`config.mk`:
```
export PLATFORM = sky130hd
export DESIGN_NAME = uart_rx_buffer
export DESIGN_NICKNAME = d
export VERILOG_FILES = /design/src/rtl/uart_rx_buffer.sv
export SDC_FILE = /design/constraint.sdc
export NUM_CORES = 1
export LEC_CHECK = 0
export CORE_MARGIN = 2
export CORE_UTILIZATION = 45
export DETAILED_ROUTE_END_ITERATION = 6
export PLACE_DENSITY_LB_ADDON = 0.3
export SYNTH_ARGS = -nofsm -noshare
export SYNTH_HDL_FRONTEND = slang
export SYNTH_SLANG_ARGS = --single-unit
export TNS_END_PERCENT = 10
```
`constraint.sdc`:
```
create_clock -name clk -period 2.96 [get_ports clk]
set_clock_uncertainty 0.1 [all_clocks]
set_input_delay 0.296 -clock clk [delete_from_list [all_inputs] [get_ports clk]]
set_output_delay 0.296 -clock clk [all_outputs]
set_load 0.02 [all_outputs]
```
`src/rtl/uart_rx_buffer.sv`:
```
// UART receive buffer: unloads bytes from a UART receiver through a handshake FSM
// into a first-word-fall-through FIFO with sticky overrun and timeout flags.
module uart_rx_buffer #(
    parameter int DEPTH   = 8,
    parameter int TIMEOUT = 15
) (
    input  logic                     clk,
    input  logic                     reset,
    input  logic                     rx_empty,
    input  logic [7:0]               rx_data,
    output logic                     uld_rx_data,
    input  logic                     rd_en,
    output logic [7:0]               rd_data,
    output logic                     fifo_empty,
    output logic                     fifo_full,
    output logic [$clog2(DEPTH):0]   count,
    output logic                     overrun,
    output logic                     timeout_err,
    input  logic                     clr_err
);

    localparam int AW = $clog2(DEPTH);
    localparam int TW = $clog2(TIMEOUT + 1);
    localparam logic [TW-1:0] TIMER_LAST = TW'(TIMEOUT - 1);
    localparam logic [AW:0]   FULL_COUNT = (AW + 1)'(DEPTH);

    typedef enum logic [1:0] {IDLE, PULSE, WAIT, CAPTURE} state_t;

    state_t          state;
    logic [TW-1:0]   timer;
    logic            sync_q1;
    logic            rx_empty_s;
    logic [7:0]      mem [DEPTH];
    logic [AW-1:0]   wr_ptr;
    logic [AW-1:0]   rd_ptr;
    logic            capture;
    logic            pop;
    logic            push;
    logic            drop;

    // NOTE: synchronizer resets to 1 so a reset never looks like a waiting byte.
    always_ff @(posedge clk) begin
        if (reset) begin
            sync_q1    <= 1'b1;
            rx_empty_s <= 1'b1;
        end else begin
            sync_q1    <= rx_empty;
            rx_empty_s <= sync_q1;
        end
    end

    assign capture    = (state == CAPTURE);
    assign fifo_empty = (count == '0);
    assign fifo_full  = (count == FULL_COUNT);
    assign pop        = rd_en && !fifo_empty;
    // A pop in the capture cycle frees the slot the incoming byte needs.
    assign push       = capture && (!fifo_full || pop);
    assign drop       = capture && fifo_full && !pop;
    assign rd_data    = fifo_empty ? 8'h00 : mem[rd_ptr];

    // NOTE: storage is not reset; count alone decides which entries are visible.
    always_ff @(posedge clk) begin
        if (push) begin
            mem[wr_ptr] <= rx_data;
        end
    end

    always_ff @(posedge clk) begin
        if (reset) begin
            wr_ptr <= '0;
            rd_ptr <= '0;
            count  <= '0;
        end else begin
            if (push) wr_ptr <= wr_ptr + 1'b1;
            if (pop)  rd_ptr <= rd_ptr + 1'b1;
            case ({push, pop})
                2'b10:   count <= count + 1'b1;
                2'b01:   count <= count - 1'b1;
                default: count <= count;
            endcase
        end
    end

    always_ff @(posedge clk) begin
        if (reset) begin
            state       <= IDLE;
            uld_rx_data <= 1'b0;
            timer       <= '0;
            overrun     <= 1'b0;
            timeout_err <= 1'b0;
        end else begin
            uld_rx_data <= 1'b0;
            // NOTE: set events are written after the clear, so the later assignment wins.
            if (clr_err) begin
                overrun     <= 1'b0;
                timeout_err <= 1'b0;
            end
            if (drop) overrun <= 1'b1;

            case (state)
                IDLE: begin
                    if (!rx_empty_s) begin
                        state       <= PULSE;
                        uld_rx_data <= 1'b1;
                    end
                end
                PULSE: begin
                    timer <= '0;
                    state <= WAIT;
                end
                WAIT: begin
                    if (rx_empty_s) begin
                        state <= CAPTURE;
                    end else if (timer == TIMER_LAST) begin
                        timeout_err <= 1'b1;
                        state       <= IDLE;
                    end else begin
                        timer <= timer + 1'b1;
                    end
                end
                CAPTURE: state <= IDLE;
                default: state <= IDLE;
            endcase
        end
    end

endmodule

```
==> flow_summary.yaml <==
status:
  status: "completed"
pwr:
  p_per_area_nw_per_um2: 615
  p_leak_nw: 1.36
  power.total_mw: 2.59
  p_int_mw: 1.88
  switching_share: 0.276
  combPwrFrac: 0.161
  switchingPower_mw: 0.715
  power_frac_clock: 0.311
  peakVddDrop_mv: 0.233
  pwr-share-seq: 0.528
die:
  core_um2: 7730
  die_h_um: 93.2
  io_pins: 30
  die_area_um2: 8690
  start_util: 0.464
  dieWidth_um: 93.2
  row_count: 32
yosys:
  ys_seq_elements: 88
  yosysUniqueCellTypes: 42
  synth_edf_count: 64
  postSynth.asyncResetShare: 0
  synth_top_area_frac: 0.536
  yosysMostFrequentCell: "edfxtp_1"
  synthesis.area_um2: 3580
  synth_top_area_cell: "edfxtp_1"
  yosys_warnings: 0
  ys_seq_area_frac: 0.670
  synth_ff_type: "edfxtp_1"
  synthCells: 227
  syn_nets: 245
  synth.area.top_cells: "edfxtp_1, dfxtp_1, mux4_2"
  synth_common_cells: "edfxtp_1, dfxtp_1, nor2_1"
  synth_area_per_cell_um2: 15.8
worst_hold_path:
  hold_class: "register to register"
  hold_depth: 1
grt:
  grt_overflow: 0
  grt_max_degree: 24
  grt_usage: 0.156
  grt_antenna_before_repair: 0
  grt_pass1_wl_um: 9850
  grt_pass1_vias: 1931
finish:
  final_cells: 375
  drive_above_1_share: 0.198
  final_util: 0.546
  layout.nets: 286
  area_growth_pct: 17.7
  diodes: 0
place:
  dpl.cell_count: 359
  gp_congestion: 0.738
  post-dp-hpwl_um: 4030
  portBuffers: 29
drt:
  drt-wirelength-per-cell_um: 16.8
  firstDrtPassIters: 4
  drt_wl_total_um: 6300
  via_per_inst: 5.25
  post-route-drc-count: 0
  postRouteAntennaNets: 0
  vias: 1967
  first_iter_violations: 92
worst_setup_path:
  critPathRequiredTime_ns: 2.56
  end_kind: "output port"
  cp.arrival_ns: 2.30
  rr_worst_depth: 7
  start_kind: "register"
  path_max_fanout: 16
  critPathKind: "register to output port"
flow_run:
  max-cap-violations: 0
cts:
  cts-root-buf: "clkbuf_8"
  numCtsBuffers: 9
  postCtsSetupBuffers: 0
  cts_resized: 0
  cts_tree: "built"
  clk_pin_slew_ns: 0.10
  clk_path_buf_depth: 2
  clock_latency_ns: 0.36
  htreeDepth: 3
  clock_sinks: 88
  postCtsHoldBufs: 0
sta:
  finalSetupViolCount: 0
  hold_viol: 0
  slew_viol_final: 0
  finalCritPeriodShare: 0.910
  slew_headroom: 0.444
  fmax_ghz: 0.371
  setup-tns-final_ns: 0
  whs_ns: 0.323
  tightest_slew_ns: 0.832
  rsz0062_at_grt: "no"
  min_period_ns: 2.69
## layout by cell type (no fill, tap or decap), types with 2 or more instances in the layout
master and instances:
nor2_1 23, dfxtp_1 24, nand2b_1 4, mux2i_1 10, mux4_2 16, nor3_1 7
a21oi_1 6, edfxtp_1 64, nand3_1 8, xor2_1 4, nor4_1 2, clkbuf_8 9
inv_1 3, nor2b_1 2, or2_2 2, nand2_1 10, o21ai_0 3, and2_1 2
ha_1 5, or3_1 2, nand3b_1 2, inv_8 4, buf_4 11, clkdlybuf4s50_1 29
xnor2_1 3
## flip-flops by register name, summed over array words and instances, names as in the netlist, named ones only
| signal | flops |
|---|---|
| sync_q1 | 1 |
| count | 4 |
| timeout_err | 1 |
| overrun | 1 |
| timer | 4 |
| state | 2 |
| rd_ptr | 3 |
| uld_rx_data | 1 |
| rx_empty_s | 1 |
| wr_ptr | 3 |
| mem | 64 |
## routing by layer
metal,up-vias,GRT usage,wire (µm)
met1,973,0.211,2940
met5,-,0,0
li1,941,-,-
met2,41,0.234,3000
met3,12,0.0475,217
met4,0,0.0686,147
## logic make-up (layout without fill, tap and decap cells)
logic type                 after synthesis  count (layout)  share of synthesized area
DFF                                     88              88                      0.670
and+or+nand+nor                         69              69                      0.100
muxes                                   28              28                      0.136
AOI/OAI and AO/OA                       17              17                     0.0388
buffers and inverters                   13              59                     0.0203
xor gates and xnor gates                 7               7                     0.0171
adders and majority gates                5               5                     0.0175
## power groups by stage
stage | registers [mW] | clock network, mW | logic [mW]
finish | 1.37 | 0.808 | 0.417
global route | 1.37 | 0.881 | 0.450
global placement | 1.40 | 0 | 0.418
CTS | 1.37 | 0.825 | 0.424
floorplan | 1.40 | 0 | 0.266
detailed placement | 1.40 | 0 | 0.422
## worst paths after layout
path | from | end | slack [ns]
max | register | rd_data[3] | 0.27
min | sync_q1$_SDFF_PP1_ | rx_empty_s$_SDFF_PP1_ | 0.32
max reg2reg | count[0]$_SDFFE_PP0P_ | count[2]$_SDFFE_PP0P_ | 0.81
min reg2reg | sync_q1$_SDFF_PP1_ | rx_empty_s$_SDFF_PP1_ | 0.32
## stage by stage
| stage | area (µm²) | setup WS (ns) |
|---|---|---|
| 2_1_floorplan | 3580 | 0.649 |
| 3_3_place_gp | 4020 | 0.626 |
| 3_5_place_dp | 4020 | 0.583 |
| 4_1_cts | 4220 | 0.230 |
| 5_1_grt | 4220 | 0.130 |
| 6_report | 4220 | 0.266 |
## cell type report
cell class                      instances  area, µm²
Clock inverter                          7       70.1
Fill cell                             614       3510
Clock buffer                            9        124
Inverter                                3       11.3
Sequential cell                        88       2400
Timing Repair Buffer                   40        373
Multi-Input combinational cell        126       1110
Tap cell                              102        128
## worst max-delay path, stage by stage, from the launching register on
cell and delay [ns]:
dfxtp_1 0.32, buf_4 0.31, mux4_2 0.55, mux2i_1 0.15
nor2_1 0.08, clkdlybuf4s50_1 0.54
No activity file was read; power rests on OpenSTA's default activity.
